**config.mk**
```make
export PLATFORM = sky130hd
export DESIGN_NAME = snn_job_seq
export DESIGN_NICKNAME = d
export VERILOG_FILES = /design/src/rtl/snn_soc_pkg.sv /design/src/rtl/snn_job_seq_watchdog.sv /design/src/rtl/snn_job_seq.sv
export SDC_FILE = /design/constraint.sdc
export NUM_CORES = 1
export LEC_CHECK = 0
export ABC_CLOCK_PERIOD_IN_PS = 2100
export BUFFER_PORTS_ARGS = -buffer_cell sky130_fd_sc_hd__buf_2
export CORE_ASPECT_RATIO = 0.75
export CORE_MARGIN = 5
export CORE_UTILIZATION = 49
export CTS_CLUSTER_DIAMETER = 50
export CTS_CLUSTER_SIZE = 40
export DETAILED_ROUTE_END_ITERATION = 7
export PLACE_DENSITY_LB_ADDON = 0.25
export SLEW_MARGIN = 20
export SYNTH_ARGS = -nofsm -noshare
export SYNTH_HDL_FRONTEND = slang
export SYNTH_SLANG_ARGS = --single-unit
```
**constraint.sdc**
```tcl
create_clock -name clk -period 2.1 [get_ports clk]
set_clock_uncertainty 0.1 [all_clocks]
set_input_delay 0.42 -clock clk [delete_from_list [all_inputs] [get_ports clk]]
set_output_delay 0.42 -clock clk [all_outputs]
set_load 0.02 [all_outputs]
```
**src/rtl/snn_soc_pkg.sv**
```systemverilog
// Shared types and sizing constants for the SNN job sequencer.
// Latency: n/a (declarations only).
// Backpressure: n/a.
package snn_soc_pkg;

  localparam int MAX_SPIKES    = 16;
  localparam int SEQ_TIMEOUT_W = 20;

  typedef enum logic [3:0] {
    S_IDLE,
    S_CHECK,
    S_DMA_KICK,
    S_DMA_WAIT,
    S_CIM_KICK,
    S_CIM_WAIT,
    S_POP,
    S_CAP,
    S_DONE
  } seq_state_e;

  typedef enum logic [1:0] {
    ERR_NONE    = 2'd0,
    ERR_LEN     = 2'd1,
    ERR_TIMEOUT = 2'd2,
    ERR_OVF     = 2'd3
  } seq_err_e;

endpackage

```
**src/rtl/snn_job_seq_watchdog.sv**
```systemverilog
// Per-phase watchdog: counts enabled cycles from a clear, flags when the limit is reached.
// Latency: expired is combinational from the registered count (limit 0 never expires).
// Backpressure: none; count saturates at all-ones.
module seq_watchdog #(
  parameter int W = 20
) (
  input  logic         clk,
  input  logic         rst_n,
  input  logic         clr,
  input  logic         en,
  input  logic [W-1:0] limit,
  output logic         expired
);

  logic [W-1:0] count_q;
  logic [W-1:0] count_d;

  // Next count: clear wins over enable, hold at all-ones.
  always_comb begin
    count_d = count_q;
    if (clr) begin
      count_d = '0;
    end else if (en && (count_q != '1)) begin
      count_d = count_q + 1'b1;
    end
  end

  // Count register.
  always_ff @(posedge clk or negedge rst_n) begin
    if (!rst_n) begin
      count_q <= '0;
    end else begin
      count_q <= count_d;
    end
  end

  assign expired = (limit != '0) && (count_q == limit);

endmodule

```
**src/rtl/snn_job_seq.sv**
```systemverilog
// Job sequencer: DMA input planes, kick CIM inference, drain spike FIFO into the result buffer.
// Latency: start->dma_start 3 cycles; FIFO drain 2 cycles/entry; done 2 cycles after the last phase ends.
// Backpressure: waits on dma_done/cim_done/fifo_empty; optional job_cycles counter under SEQ_PERF_CNT_EN.
module snn_job_seq #(
  parameter int ADDR_W     = 32,
  parameter int LEN_W      = 16,
  parameter int PIXEL_BITS = 8,
  parameter int MAX_SPIKES = snn_soc_pkg::MAX_SPIKES,
  parameter int SPIKE_ID_W = 4,
  parameter int TIMEOUT_W  = snn_soc_pkg::SEQ_TIMEOUT_W
) (
  input  logic                          clk,
  input  logic                          rst_n,
  input  logic                          job_start,
  input  logic                          job_abort,
  input  logic [ADDR_W-1:0]             job_src_addr,
  input  logic [7:0]                    job_frames,
  input  logic [TIMEOUT_W-1:0]          timeout_cycles,
  output logic                          job_busy,
  output logic                          job_done,
  output logic                          job_err,
  output logic [1:0]                    err_code,
  output logic                          dma_start,
  output logic [ADDR_W-1:0]             dma_src_addr,
  output logic [LEN_W-1:0]              dma_len_words,
  input  logic                          dma_done,
  output logic                          cim_start,
  input  logic                          cim_done,
  input  logic                          fifo_empty,
  output logic                          fifo_rd_en,
  input  logic [SPIKE_ID_W-1:0]         fifo_rd_data,
  output logic                          res_wr_en,
  output logic [$clog2(MAX_SPIKES)-1:0] res_wr_idx,
  output logic [SPIKE_ID_W-1:0]         res_wr_data,
  output logic [$clog2(MAX_SPIKES):0]   res_count,
  output logic [31:0]                   job_cycles
);

  import snn_soc_pkg::*;

  localparam int IDX_W         = $clog2(MAX_SPIKES);
  localparam int CNT_W         = IDX_W + 1;
  localparam int LEN_PER_FRAME = PIXEL_BITS * 2;
  localparam logic [CNT_W-1:0] MAX_CNT = CNT_W'(MAX_SPIKES);

  seq_state_e              state_q, state_d;
  seq_err_e                err_code_q, err_code_d;
  logic                    busy_q, busy_d;
  logic                    done_q, done_d;
  logic                    job_err_q, job_err_d;
  logic                    dma_start_q, dma_start_d;
  logic                    cim_start_q, cim_start_d;
  logic [ADDR_W-1:0]       src_q, src_d;
  logic [LEN_W-1:0]        len_q, len_d;
  logic                    res_wr_en_q, res_wr_en_d;
  logic [IDX_W-1:0]        res_wr_idx_q, res_wr_idx_d;
  logic [SPIKE_ID_W-1:0]   res_wr_data_q, res_wr_data_d;
  logic [CNT_W-1:0]        res_count_q, res_count_d;

  logic                    rd_en_c;
  logic                    wd_clr;
  logic                    wd_en;
  logic                    wd_expired;
  logic                    start_acc;
  logic [31:0]             len_full;
  logic                    len_sat;
  logic [LEN_W-1:0]        len_words;

  // Word count for the job, saturating to all-ones if it overflows LEN_W.
  always_comb begin
    len_full  = 32'(job_frames) * 32'(LEN_PER_FRAME);
    len_sat   = (len_full >> LEN_W) != 32'd0;
    len_words = len_sat ? '1 : len_full[LEN_W-1:0];
  end

  assign start_acc = (state_q == S_IDLE) && job_start;

  seq_watchdog #(
    .W(TIMEOUT_W)
  ) u_watchdog (
    .clk     (clk),
    .rst_n   (rst_n),
    .clr     (wd_clr),
    .en      (wd_en),
    .limit   (timeout_cycles),
    .expired (wd_expired)
  );

  // Sequencer next-state and next-output decode; abort from any active state wins.
  always_comb begin
    state_d       = state_q;
    err_code_d    = err_code_q;
    busy_d        = busy_q;
    done_d        = 1'b0;
    job_err_d     = job_err_q;
    dma_start_d   = 1'b0;
    cim_start_d   = 1'b0;
    src_d         = src_q;
    len_d         = len_q;
    res_wr_en_d   = 1'b0;
    res_wr_idx_d  = res_wr_idx_q;
    res_wr_data_d = res_wr_data_q;
    res_count_d   = res_count_q;
    rd_en_c       = 1'b0;
    wd_clr        = 1'b0;
    wd_en         = 1'b0;

    if ((state_q != S_IDLE) && job_abort) begin
      state_d = S_IDLE;
      busy_d  = 1'b0;
    end else begin
      case (state_q)
        S_IDLE: begin
          if (job_start) begin
            src_d       = job_src_addr;
            len_d       = len_words;
            job_err_d   = 1'b0;
            err_code_d  = ERR_NONE;
            res_count_d = '0;
            busy_d      = 1'b1;
            state_d     = S_CHECK;
          end
        end
        S_CHECK: begin
          if ((len_q == '0) || (len_q == '1)) begin
            err_code_d = ERR_LEN;
            state_d    = S_DONE;
          end else begin
            state_d = S_DMA_KICK;
          end
        end
        S_DMA_KICK: begin
          dma_start_d = 1'b1;
          wd_clr      = 1'b1;
          state_d     = S_DMA_WAIT;
        end
        S_DMA_WAIT: begin
          wd_en = 1'b1;
          if (dma_done) begin
            state_d = S_CIM_KICK;
          end else if (wd_expired) begin
            err_code_d = ERR_TIMEOUT;
            state_d    = S_DONE;
          end
        end
        S_CIM_KICK: begin
          cim_start_d = 1'b1;
          wd_clr      = 1'b1;
          state_d     = S_CIM_WAIT;
        end
        S_CIM_WAIT: begin
          wd_en = 1'b1;
          if (cim_done) begin
            state_d = S_POP;
          end else if (wd_expired) begin
            err_code_d = ERR_TIMEOUT;
            state_d    = S_DONE;
          end
        end
        S_POP: begin
          if (fifo_empty) begin
            state_d = S_DONE;
          end else begin
            rd_en_c = 1'b1;
            state_d = S_CAP;
          end
        end
        S_CAP: begin
          // Popped data is valid this cycle; overflowing entries are dropped but still drained.
          if (res_count_q < MAX_CNT) begin
            res_wr_en_d   = 1'b1;
            res_wr_idx_d  = res_count_q[IDX_W-1:0];
            res_wr_data_d = fifo_rd_data;
            res_count_d   = res_count_q + 1'b1;
          end else begin
            err_code_d = ERR_OVF;
          end
          state_d = S_POP;
        end
        S_DONE: begin
          done_d    = 1'b1;
          job_err_d = (err_code_q != ERR_NONE);
          busy_d    = 1'b0;
          state_d   = S_IDLE;
        end
        default: begin
          state_d = S_IDLE;
          busy_d  = 1'b0;
        end
      endcase
    end
  end

  // Sequencer state and registered outputs.
  always_ff @(posedge clk or negedge rst_n) begin
    if (!rst_n) begin
      state_q       <= S_IDLE;
      err_code_q    <= ERR_NONE;
      busy_q        <= 1'b0;
      done_q        <= 1'b0;
      job_err_q     <= 1'b0;
      dma_start_q   <= 1'b0;
      cim_start_q   <= 1'b0;
      src_q         <= '0;
      len_q         <= '0;
      res_wr_en_q   <= 1'b0;
      res_wr_idx_q  <= '0;
      res_wr_data_q <= '0;
      res_count_q   <= '0;
    end else begin
      state_q       <= state_d;
      err_code_q    <= err_code_d;
      busy_q        <= busy_d;
      done_q        <= done_d;
      job_err_q     <= job_err_d;
      dma_start_q   <= dma_start_d;
      cim_start_q   <= cim_start_d;
      src_q         <= src_d;
      len_q         <= len_d;
      res_wr_en_q   <= res_wr_en_d;
      res_wr_idx_q  <= res_wr_idx_d;
      res_wr_data_q <= res_wr_data_d;
      res_count_q   <= res_count_d;
    end
  end

`ifdef SEQ_PERF_CNT_EN
  logic [31:0] cyc_q, cyc_d;

  // Job duration: cleared on accepted start, counts busy cycles, holds after the job, saturates.
  always_comb begin
    cyc_d = cyc_q;
    if (start_acc) begin
      cyc_d = '0;
    end else if (busy_q && (cyc_q != '1)) begin
      cyc_d = cyc_q + 32'd1;
    end
  end

  // Duration counter register.
  always_ff @(posedge clk or negedge rst_n) begin
    if (!rst_n) begin
      cyc_q <= '0;
    end else begin
      cyc_q <= cyc_d;
    end
  end

  assign job_cycles = cyc_q;
`else
  logic unused_start_acc;
  assign unused_start_acc = start_acc;
  assign job_cycles       = 32'd0;
`endif

  assign job_busy      = busy_q;
  assign job_done      = done_q;
  assign job_err       = job_err_q;
  assign err_code      = err_code_q;
  assign dma_start     = dma_start_q;
  assign dma_src_addr  = src_q;
  assign dma_len_words = len_q;
  assign cim_start     = cim_start_q;
  assign fifo_rd_en    = rd_en_c;
  assign res_wr_en     = res_wr_en_q;
  assign res_wr_idx    = res_wr_idx_q;
  assign res_wr_data   = res_wr_data_q;
  assign res_count     = res_count_q;

endmodule

```
==> metrics.md <==
| Metric | Value |
|---|---|
| Worst min path class | `in -> reg` |
| # port buffers | `between 100 and 150` |
| Outcome | `finished, final reports clean` |
| Vias in the first global route | `3471` |
| Critical setup path kind | `reg -> out` |
| CP bufs+invs | `2` |
| Top delay family on crit path | `flip-flops` |
| Worst r2r dst | `err_code[1]` |
| Max_cap viols | `0` |
| First-pass GRT wire length | `about 17 mm` |
| Clk root buf | `clkbuf_16` |
| Crit path time final | `2.05 ns` |
| Vias | `about 3700` |
| Mapped Area | `around 4300 um2` |
| Hold path cells | `3` |
| Ys Warns | `0` |
| WHS Endpoint | `dma_len_words[11]` |
| Clock buffer count from CTS | `9` |
| Final nets | `694` |
| Die Area | `approximately 11000 um2` |
| Hold Fails Final Rpt | `0` |
| Final setup viols | `0` |
| Cells after synthesis | `between 400 and 500` |
| Pwr dens | `about 1200 nW/um2` |
| Die height | `between 90 and 100 um` |
| Skew-Pair Late Insertion Delay | `about 0.33 ns` |
| Synth top area share | `approximately half` |
| Post-synth ARST share | `100%` |
| 1st-pass router iterations | `4` |
| Layout overhead on the synthesized area | `26.6%` |
| Residual DRC | `0` |
| DR iter-0 viols | `~220` |
| Worst EP required | `1.58 ns` |
| Reg2Reg Setup Slack | `0.12 ns` |
| Worst-path maximum fanout | `9` |
| Initial core utilization | `around half` |
| Largest cells by area after synthesis | `dfrtp_1, nand2_1, buf_4` |
| # rows | `29` |
| Dpl hpwl | `~8 mm` |
| Largest net degree at the start of global routing | `45` |
| Via density | `5.01` |
| Routed Wire Length | `10.7 mm` |
| Tcrit/Tclk final | `97.7%` |
| Worst slack at placement | `0.0483 ns` |
| Reg2Reg Depth | `6` |
| Post-synth EDFFs | `0` |
| Area of the core | `8560 um2` |
| Relative slew slack | `51.0%` |
| Initial antenna violation count | `1` |
| Gr usage total | `around a fifth` |
| Clock-pin slew on the worst setup and hold paths | `0.06 ns` |
| Netlist cell types | `43` |
| CP Depth | `4` |
| Mapped Avg Cell Area | `roughly 9.2 um2` |
| CP endpoint kind | `output port` |
| Slew @ Worst Pin | `~0.72 ns` |
| Max IR drop VDD | `about 0.00094 V` |
| Clock sink total | `85` |
| IO Pins | `roughly 170` |
| Yosys reg bits | `85` |
| CP cell instances | `buf_6 > nand2b_4 > nor4_4 > buf_4` |
| Worst setup margin | `between 0.04 and 0.05 ns` |
| Clock Path Buffers | `2` |
| Fill cell count | `around 750` |
| Deepest level of the CTS H-tree | `3` |
| Reg2Reg Launch Point | `dma_len_words[5]` |
| Fmax | `between 400 and 500 MHz` |
| DR WL/cell | `approximately 15 um` |
| HP Start | `job_frames[7]` |
| Final Max Slew Viols | `0` |
| Share of cells above drive strength 1 | `32.6%` |
| Crit path DAT | `around 1.5 ns` |
| Number of routed nets with antenna violations | `0` |
| Die X | `between 100 and 150 um` |
| Final Total Pwr | `6.38 mW` |
| GRT overflow | `0` |
| CTS tree | `built` |
| CP max stage delay | `0.43 ns` |
| Nature of the critical path startpoint | `flip-flop` |
| Main flop type after synthesis | `dfrtp_1` |
| Dominant cell type by area after synthesis | `dfrtp_1` |
| Crit-path slowest cell | `dfrtp_2` |
| LEAKAGE | `just under 3 nW` |
| ANT cells | `0` |
| GP Congestion | `around 0.84` |
| Sequential share of the synthesized area | `just under 50%` |
## power by group
part / switching [mW] / internal (mW)
combinational: 1.56 / 0.875
sequential: 0.299 / 2.10
clock: 0.596 / 0.950
## state kept, by name (all words and copies together) (netlist names), 2 cells and up
signal,cells
res_count,5
err_code,2
res_wr_data,4
u_watchdog.count_q,20
res_wr_idx,4
dma_len_words,8
dma_src_addr,32
state_q,4
## cells in the mapped netlist, drive strengths merged (2+ instances only)
cell and number:
a2111oi 2, a211oi 3, a21boi 2, a21oi 7, a41oi 2, and3 2, and4 3, buf 45
clkbuf 16, dfrtp 85, ha 2, inv 4, mux2 9, mux2i 2, nand2 136, nand2b 4
nand3 9, nand3b 2, nand4 11, nor2 40, nor3 8, nor4 19, o21ai 4, o22ai 2
or3 4, xnor2 6, xor2 35
## placed cells by master, fill, tap and decap left out, types with 10 or more instances in the layout
cell type and count:
nor2_1 40, dfrtp_2 10, xor2_1 35, nand4_1 11, buf_4 24, nor4_1 15, conb_1 40, buf_2 130
nand2_1 136, dfrtp_1 75
## per-stage QoR
| stage | cells | hold WS, ns | util, % | setup TNS [ns] | cell area, um2 |
|---|---|---|---|---|---|
| global route | 734 | 0.167 | 64.1 | -0.152 | 5490 |
| floorplan | 512 | 0.0244 | - | 0 | 4490 |
| global placement | 711 | 0.334 | 59.1 | 0 | 5060 |
| finish | 734 | 0.179 | 64.1 | 0 | 5490 |
| CTS | 728 | 0.163 | 63.0 | 0 | 5390 |
| detailed placement | 711 | 0.339 | 59.1 | 0 | 5060 |
## metal layers
metal / share of wire [%] / up-vias / GRT usage, %
met1: 45 / 1732 / 26.3
li1: - / 1784 / -
met4: 1.6 / 2 / 6.17
met5: 0.10 / - / 0
met3: 8.2 / 15 / 6.58
met2: 46 / 148 / 29.0
## layout make-up
class | count | area, um2 | area share (%)
flip-flops and latches | 85 | 2140 | 39.0
multi-input cells | 362 | 2000 | 36.5
repair buffers | 159 | 903 | 16.5
clock buffers | 12 | 246 | 4.49
well taps | 108 | 135 | 2.46
clock inverters | 4 | 47.5 | 0.866
inverters | 4 | 15.0 | 0.273
## how the worst max path moves through the flow
stage	to	slack [ns]	start
after CTS	fifo_rd_en	0.004	state_q[0]
after floorplan	fifo_rd_en	0.1	state_q[1]
final	fifo_rd_en	0.05	state_q[0]
after global placement	u_watchdog.count_q[15]	0.04	state_q[2]
after detailed placement	u_watchdog.count_q[15]	0.05	state_q[2]
after global routing	err_code[0]	-0.06	dma_len_words[5]
## kinds of logic after synthesis
family	after synthesis	share of synthesized area, %
adder cells (fa/ha/maj)	2	0.577
XOR/XNOR	41	8.71
AO/OA/AOI/OAI	26	4.24
AND/OR/NAND/NOR	242	25.1
buffers and inverters	65	9.43
other	1	0.0864
flip-flops	85	49.0
multiplexers	11	2.80
## what timing repair did
item                                   CTS  global route
endpoints found under the hold margin   39             0
setup buffers                            0             6
setup endpoints to repair                1            25
hold buffers                             1             0
resized for setup                        7            17
pin swaps                                0             8
## worst min-delay path: stages
cell     delay [ns]
buf_2          0.07
nand2_1        0.04
nand2_1        0.04
No activity file was read; power rests on OpenSTA's default activity.
